[src/rtl/addr_router.sv]
// Registered request/ack router from the core load/store port to N_SLAVES memory-mapped targets.
// Define ADDR_ROUTER_TIMEOUT_EN to build the wait-state timeout counter and its error path.
module addr_router #(
  parameter int unsigned                N_SLAVES       = 5,
  parameter logic [N_SLAVES*32-1:0]     SLAVE_BASE     = {32'h80003000, 32'h80002000, 32'h80001000,
                                                          32'h80000000, 32'h00000000},
  parameter logic [N_SLAVES*32-1:0]     SLAVE_MASK     = {32'hFFFFFFFC, 32'hFFFFFFFC, 32'hFFFFFFF0,
                                                          32'hFFFFFFFC, 32'hFFFFFF00},
  parameter int unsigned                TIMEOUT_CYCLES = 16,
  parameter logic [31:0]                ERR_RDATA      = 32'hDEADBEEF
) (
  input  logic                   clk_i,
  input  logic                   arstn_i,
  input  logic                   req_i,
  input  logic                   we_i,
  input  logic [31:0]            addr_i,
  input  logic [31:0]            wdata_i,
  output logic                   ready_o,
  output logic                   rvalid_o,
  output logic [31:0]            rdata_o,
  output logic                   err_o,
  output logic [N_SLAVES-1:0]    s_req_o,
  output logic                   s_we_o,
  output logic [31:0]            s_addr_o,
  output logic [31:0]            s_wdata_o,
  input  logic [N_SLAVES-1:0]    s_ack_i,
  input  logic [N_SLAVES*32-1:0] s_rdata_i,
  output logic [31:0]            err_addr_o,
  output logic                   err_flag_o,
  input  logic                   err_clr_i
);

  // state | meaning
  // IDLE  | ready for a request; decode and register it on acceptance
  // WAIT  | request held on the selected slave until ack (or timeout)
  // RESP  | one-cycle response strobe back to the master
  typedef enum logic [1:0] {IDLE, WAIT, RESP} state_t;

  localparam int SEL_W = (N_SLAVES > 1) ? $clog2(N_SLAVES) : 1;

  if (N_SLAVES < 1 || N_SLAVES > 16 || TIMEOUT_CYCLES < 1 || TIMEOUT_CYCLES > 255) begin : g_bad_cfg
    $error("addr_router: parameter out of range");
  end

  state_t              state;
  logic [SEL_W-1:0]    sel;
  logic                hit;
  logic [SEL_W-1:0]    hit_idx;
  logic [N_SLAVES-1:0] hit_oh;
  logic                sel_ack;
  logic [31:0]         sel_rdata;
  logic                timeout;
  logic                err_evt;
  logic [31:0]         err_evt_addr;

  // Scan high to low so the lowest matching index is the one that sticks.
  always_comb begin
    hit     = 1'b0;
    hit_idx = '0;
    hit_oh  = '0;
    for (int i = int'(N_SLAVES) - 1; i >= 0; i--) begin
      if ((addr_i & SLAVE_MASK[32*i +: 32]) == SLAVE_BASE[32*i +: 32]) begin
        hit       = 1'b1;
        hit_idx   = SEL_W'(i);
        hit_oh    = '0;
        hit_oh[i] = 1'b1;
      end
    end
  end

  always_comb begin
    sel_ack   = 1'b0;
    sel_rdata = '0;
    for (int i = 0; i < int'(N_SLAVES); i++) begin
      if (sel == SEL_W'(i)) begin
        sel_ack   = s_ack_i[i];
        sel_rdata = s_rdata_i[32*i +: 32];
      end
    end
  end

`ifdef ADDR_ROUTER_TIMEOUT_EN
  localparam logic [7:0] TMO_LAST = 8'(TIMEOUT_CYCLES - 1);
  logic [7:0] tmo_cnt;

  // Counter reads 0 in the first WAIT cycle, so the last counted cycle is TIMEOUT_CYCLES-1.
  always_ff @(posedge clk_i or negedge arstn_i) begin
    if (!arstn_i) begin
      tmo_cnt <= '0;
    end else if (state != WAIT) begin
      tmo_cnt <= '0;
    end else begin
      tmo_cnt <= tmo_cnt + 8'd1;
    end
  end

  assign timeout = (state == WAIT) && (tmo_cnt == TMO_LAST);
`else
  assign timeout = 1'b0;
`endif

  assign err_evt      = ((state == IDLE) && req_i && !hit) ||
                        ((state == WAIT) && !sel_ack && timeout);
  assign err_evt_addr = (state == IDLE) ? addr_i : s_addr_o;

  always_ff @(posedge clk_i or negedge arstn_i) begin
    if (!arstn_i) begin
      state     <= IDLE;
      ready_o   <= 1'b1;
      rvalid_o  <= 1'b0;
      rdata_o   <= '0;
      err_o     <= 1'b0;
      s_req_o   <= '0;
      s_we_o    <= 1'b0;
      s_addr_o  <= '0;
      s_wdata_o <= '0;
      sel       <= '0;
    end else begin
      rvalid_o <= 1'b0;
      case (state)
        IDLE: begin
          if (req_i) begin
            s_we_o    <= we_i;
            s_addr_o  <= addr_i;
            s_wdata_o <= wdata_i;
            ready_o   <= 1'b0;
            if (hit) begin
              sel     <= hit_idx;
              s_req_o <= hit_oh;
              state   <= WAIT;
            end else begin
              rvalid_o <= 1'b1;
              err_o    <= 1'b1;
              rdata_o  <= ERR_RDATA;
              state    <= RESP;
            end
          end
        end
        WAIT: begin
          if (sel_ack) begin
            s_req_o  <= '0;
            rvalid_o <= 1'b1;
            err_o    <= 1'b0;
            rdata_o  <= s_we_o ? 32'h0 : sel_rdata;
            state    <= RESP;
          end else if (timeout) begin
            s_req_o  <= '0;
            rvalid_o <= 1'b1;
            err_o    <= 1'b1;
            rdata_o  <= ERR_RDATA;
            state    <= RESP;
          end
        end
        RESP: begin
          ready_o <= 1'b1;
          state   <= IDLE;
        end
        default: begin
          s_req_o <= '0;
          ready_o <= 1'b1;
          state   <= IDLE;
        end
      endcase
    end
  end

  // A new error in the same cycle as a clear wins and reloads the address.
  always_ff @(posedge clk_i or negedge arstn_i) begin
    if (!arstn_i) begin
      err_addr_o <= '0;
      err_flag_o <= 1'b0;
    end else if (err_evt) begin
      if (!err_flag_o || err_clr_i) begin
        err_addr_o <= err_evt_addr;
        err_flag_o <= 1'b1;
      end
    end else if (err_clr_i) begin
      err_addr_o <= '0;
      err_flag_o <= 1'b0;
    end
  end

endmodule
[config.mk]
export PLATFORM = sky130hd
export DESIGN_NAME = addr_router
export DESIGN_NICKNAME = d
export VERILOG_FILES = /design/src/rtl/addr_router.sv
export SDC_FILE = /design/constraint.sdc
export NUM_CORES = 1
export LEC_CHECK = 0
export ABC_CLOCK_PERIOD_IN_PS = 2300
export CAP_MARGIN = 20
export CELL_PAD_IN_SITES_DETAIL_PLACEMENT = 1
export CELL_PAD_IN_SITES_GLOBAL_PLACEMENT = 2
export CORE_MARGIN = 2
export CORE_UTILIZATION = 22
export DETAILED_ROUTE_END_ITERATION = 12
export PLACE_DENSITY_LB_ADDON = 0.2
export SYNTH_ARGS = -nofsm -noshare
export SYNTH_HDL_FRONTEND = slang
export SYNTH_SLANG_ARGS = --single-unit
[constraint.sdc]
create_clock -name clk_i -period 2.3 [get_ports clk_i]
set_input_delay 0.345 -clock clk_i [delete_from_list [all_inputs] [get_ports clk_i]]
set_output_delay 0.345 -clock clk_i [all_outputs]
set_load 0.1 [all_outputs]
==> impl_metrics.tcl <==
set metrics [dict create \
    grt_pass1_wl_um 42770 \
    io_pins 372 \
    r2r-start "sel[2]" \
    hp-start "wdata_i[29]" \
    die_w_um 178.0 \
    holdPathEnd "s_wdata_o[29]" \
    final_nets 1283 \
    multi_input_area_sq_um 2865 \
    synth.yosys.seq_area_share_pct 53.72 \
    required_ps 2600 \
    clk_latency_ps 420 \
    numCtsBuffers 17 \
    worst_slew_pin_slew_ps 661.0 \
    cts_resized 0 \
    antenna_found_initial 4 \
    grt_start_max_net_pins 63 \
    root_buffer "clkbuf_16" \
    hold_viol_final 0 \
    hold_class "in -> reg" \
    num_vias 6531 \
    path_class "in -> reg" \
    final.setup_skew_ps 19.38 \
    cts_max_level 4 \
    grt_pass1_vias 7042 \
    reg2reg_depth 7 \
    dp_hpwl_um 22370 \
    period_share_pct 94.68 \
    cts_setup_buffers 0 \
    fin_util_pct 38.77 \
    rrSetupSlack_ps 280 \
    p_per_area_nw_per_um2 748.1 \
    ant_nets 0 \
    end_kind "register" \
    slew_viol_final 0 \
    synth_top_flop_cell "dfrtp_1" \
    arrival_ps 2480 \
    syn_area_per_cell_sq_um 10.49 \
    drt_iter0_drc 164 \
    crit_fanout 32 \
    fill_cells 3353 \
    p_leak_uw 0.005233 \
    synth_edf_count 0 \
    netlist_area_sq_um 6664 \
    r2r_end "rdata_o[20]" \
    drive_above_1_share_pct 26.30 \
    start_util_pct 22.42 \
    cp_slowest_stage_delay_ps 450 \
    cp_cell_sequence "clkdlybuf4s50_1 > nor4_1 > buf_4 > nand2_1 > a211o_4 > and3_1 > buf_12 > a22o_1" \
    io_buffers 371 \
    clk_pin_slew_worst_paths_ps 70 \
    via_per_inst 4.498 \
    post_drt_wl_per_cell_um 19.87 \
    min_period_ps 2178 \
    crit_buf_inv 3 \
    critPathLaunch "addr_i[8]" \
    drt_wl_total_um 28850 \
    cts.sinks 143 \
    rows 63 \
    first_pass_iters 4 \
    min_delay_path_depth 3 \
    slew-limit-headroom_pct 55.93 \
    synth_nets 869 \
    irDropWorstVdd_mv 0.3953 \
    crit_slowest_cell "nor4_1" \
    fin_hold_ws_ps 446.6 \
    cp-start-kind "primary input" \
    yosys_warnings 0 \
    async_flop_share_pct 100.0 \
    core_sq_um 29720 \
    cp_top_family "buffers and inverters" \
    grt_overflow 0 \
    rsz0062_at_grt "false" \
    cts_tree "built" \
    maxCapViolations 0 \
    synthDistinctLibCells 46 \
    ctsLongestPathBuffers 2 \
    fmax_mhz 459.2 \
    grt_util_all_layers_pct 17.92 \
    synth-seq-cells 143 \
    die_area_sq_um 31700 \
    setup_viol 0 \
    dieHeight_um 178.0 \
    globalplace.congestion 0.7918 \
    syn_inst 635 \
    syn2layout_area_growth_pct 72.91 \
    status "complete, no violations" \
    ff_latch_area_sq_um 3581 \
    remaining_drc_errors 0 \
]
logic make-up after synthesis:
family / Yosys count / synth area share [%]
compound gates: 126 / 15.34
buf+inv: 50 / 3.417
flops: 143 / 53.72
mux: 42 / 10.81
simple gates: 274 / 16.71
power by group:
group | switching, uW | internal (uW)
Sequential | 131 | 2730
Clock | 1220 | 1520
Combinational | 2150 | 873
Total | 3490 | 5120
metrics by stage:
step	setup TNS, ps	total power [uW]	worst slack [ps]	area (sq um)	std cells
3_3_place_gp	-19660	5935	-289.2	10940	1419
3_5_place_dp	-21730	5953	-329.9	10940	1419
4_1_cts	0	8758	104.8	11520	1451
5_1_grt	0	8995	24.11	11520	1452
6_report	0	8620	122.3	11520	1452
2_1_floorplan	0	4837	286.9	6664	635
state kept, by name, indices dropped and copies added (netlist names):
signal      flops
s_wdata_o      32
err_flag_o      1
s_addr_o       32
s_req_o         5
state           2
rdata_o        32
ready_o         1
err_o           1
err_addr_o     32
sel             3
rvalid_o        1
s_we_o          1
per-layer routing:
layer  part of all wire (%)  up-vias  track usage (%)
met1                     40     3214            20.66
li1                       -     3072                -
met3                    8.2       19            5.861
met5                   0.10        -                0
met4                    1.2        4            4.167
met2                     51      222            32.09
tightest hold or removal path: cells and delay by family:
family	cells	cell delay, ps
AND/OR/NAND/NOR	2	90
buffers and inverters	1	390
placed cells by master, fill, tap and decap left out, drive strengths merged, types with 2 or more instances in the layout:
master / instances
a21boi: 2
a21o: 2
a21oi: 11
a22o: 41
a22oi: 24
buf: 208
clkbuf: 17
clkdlybuf4s50: 232
clkinv: 2
clkinvlp: 3
dfrtp: 142
inv: 12
mux2i: 18
mux4: 24
nand2: 204
nand2b: 3
nand3: 2
nand4: 2
nor2: 42
nor2b: 4
nor3: 4
nor4: 6
o21ai: 2
o22a: 24
o22ai: 8
o2bb2ai: 2
o31a: 2
o31ai: 2
or2: 2
or3: 2
final cells by class:
type	instances	share of cell area, %
antenna	1	0.02172
sequential	143	31.08
inverter	4	0.1520
tap	390	4.235
multi-input combinational	442	24.87
clock inverter	14	1.260
clock buffer	17	3.692
timing repair buffer	441	34.69
cell usage after synthesis, types with 3 or more instances:
library cell / instances / share of area, %
dfrtp_1: 142 / 53
o22a_1: 24 / 3.2
a22o_1: 41 / 5.4
nor2b_1: 3 / 0.28
mux2i_1: 18 / 2.7
buf_2: 12 / 0.90
a22oi_1: 24 / 2.7
mux4_2: 24 / 8.1
nand2_1: 204 / 11
o22ai_1: 8 / 0.75
clkbuf_1: 24 / 1.4
nor4_1: 6 / 0.56
buf_1: 7 / 0.39
a21oi_1: 10 / 0.75
nor2_1: 42 / 2.4
nor3_1: 3 / 0.23
buf_6: 3 / 0.51
nand2b_1: 3 / 0.28
how the worst max path moves through the flow:
| stage | end | slack (ps) | cells after the start |
|---|---|---|---|
| floorplan | rdata_o[0] | 290 | 7 |
| global placement | err_addr_o[31] | -290 | 8 |
| detailed placement | err_addr_o[28] | -330 | 8 |
| CTS | err_addr_o[21] | 100 | 8 |
| global route | s_req_o[1] | 20 | 8 |
| finish | err_addr_o[13] | 120 | 8 |
repair_timing:
action                                 4_1_cts  5_1_grt
endpoints found under the hold margin       57        0
setup endpoints to repair                    0        2
hold buffers                                 1        0
Power figures use the tool's default switching activity.
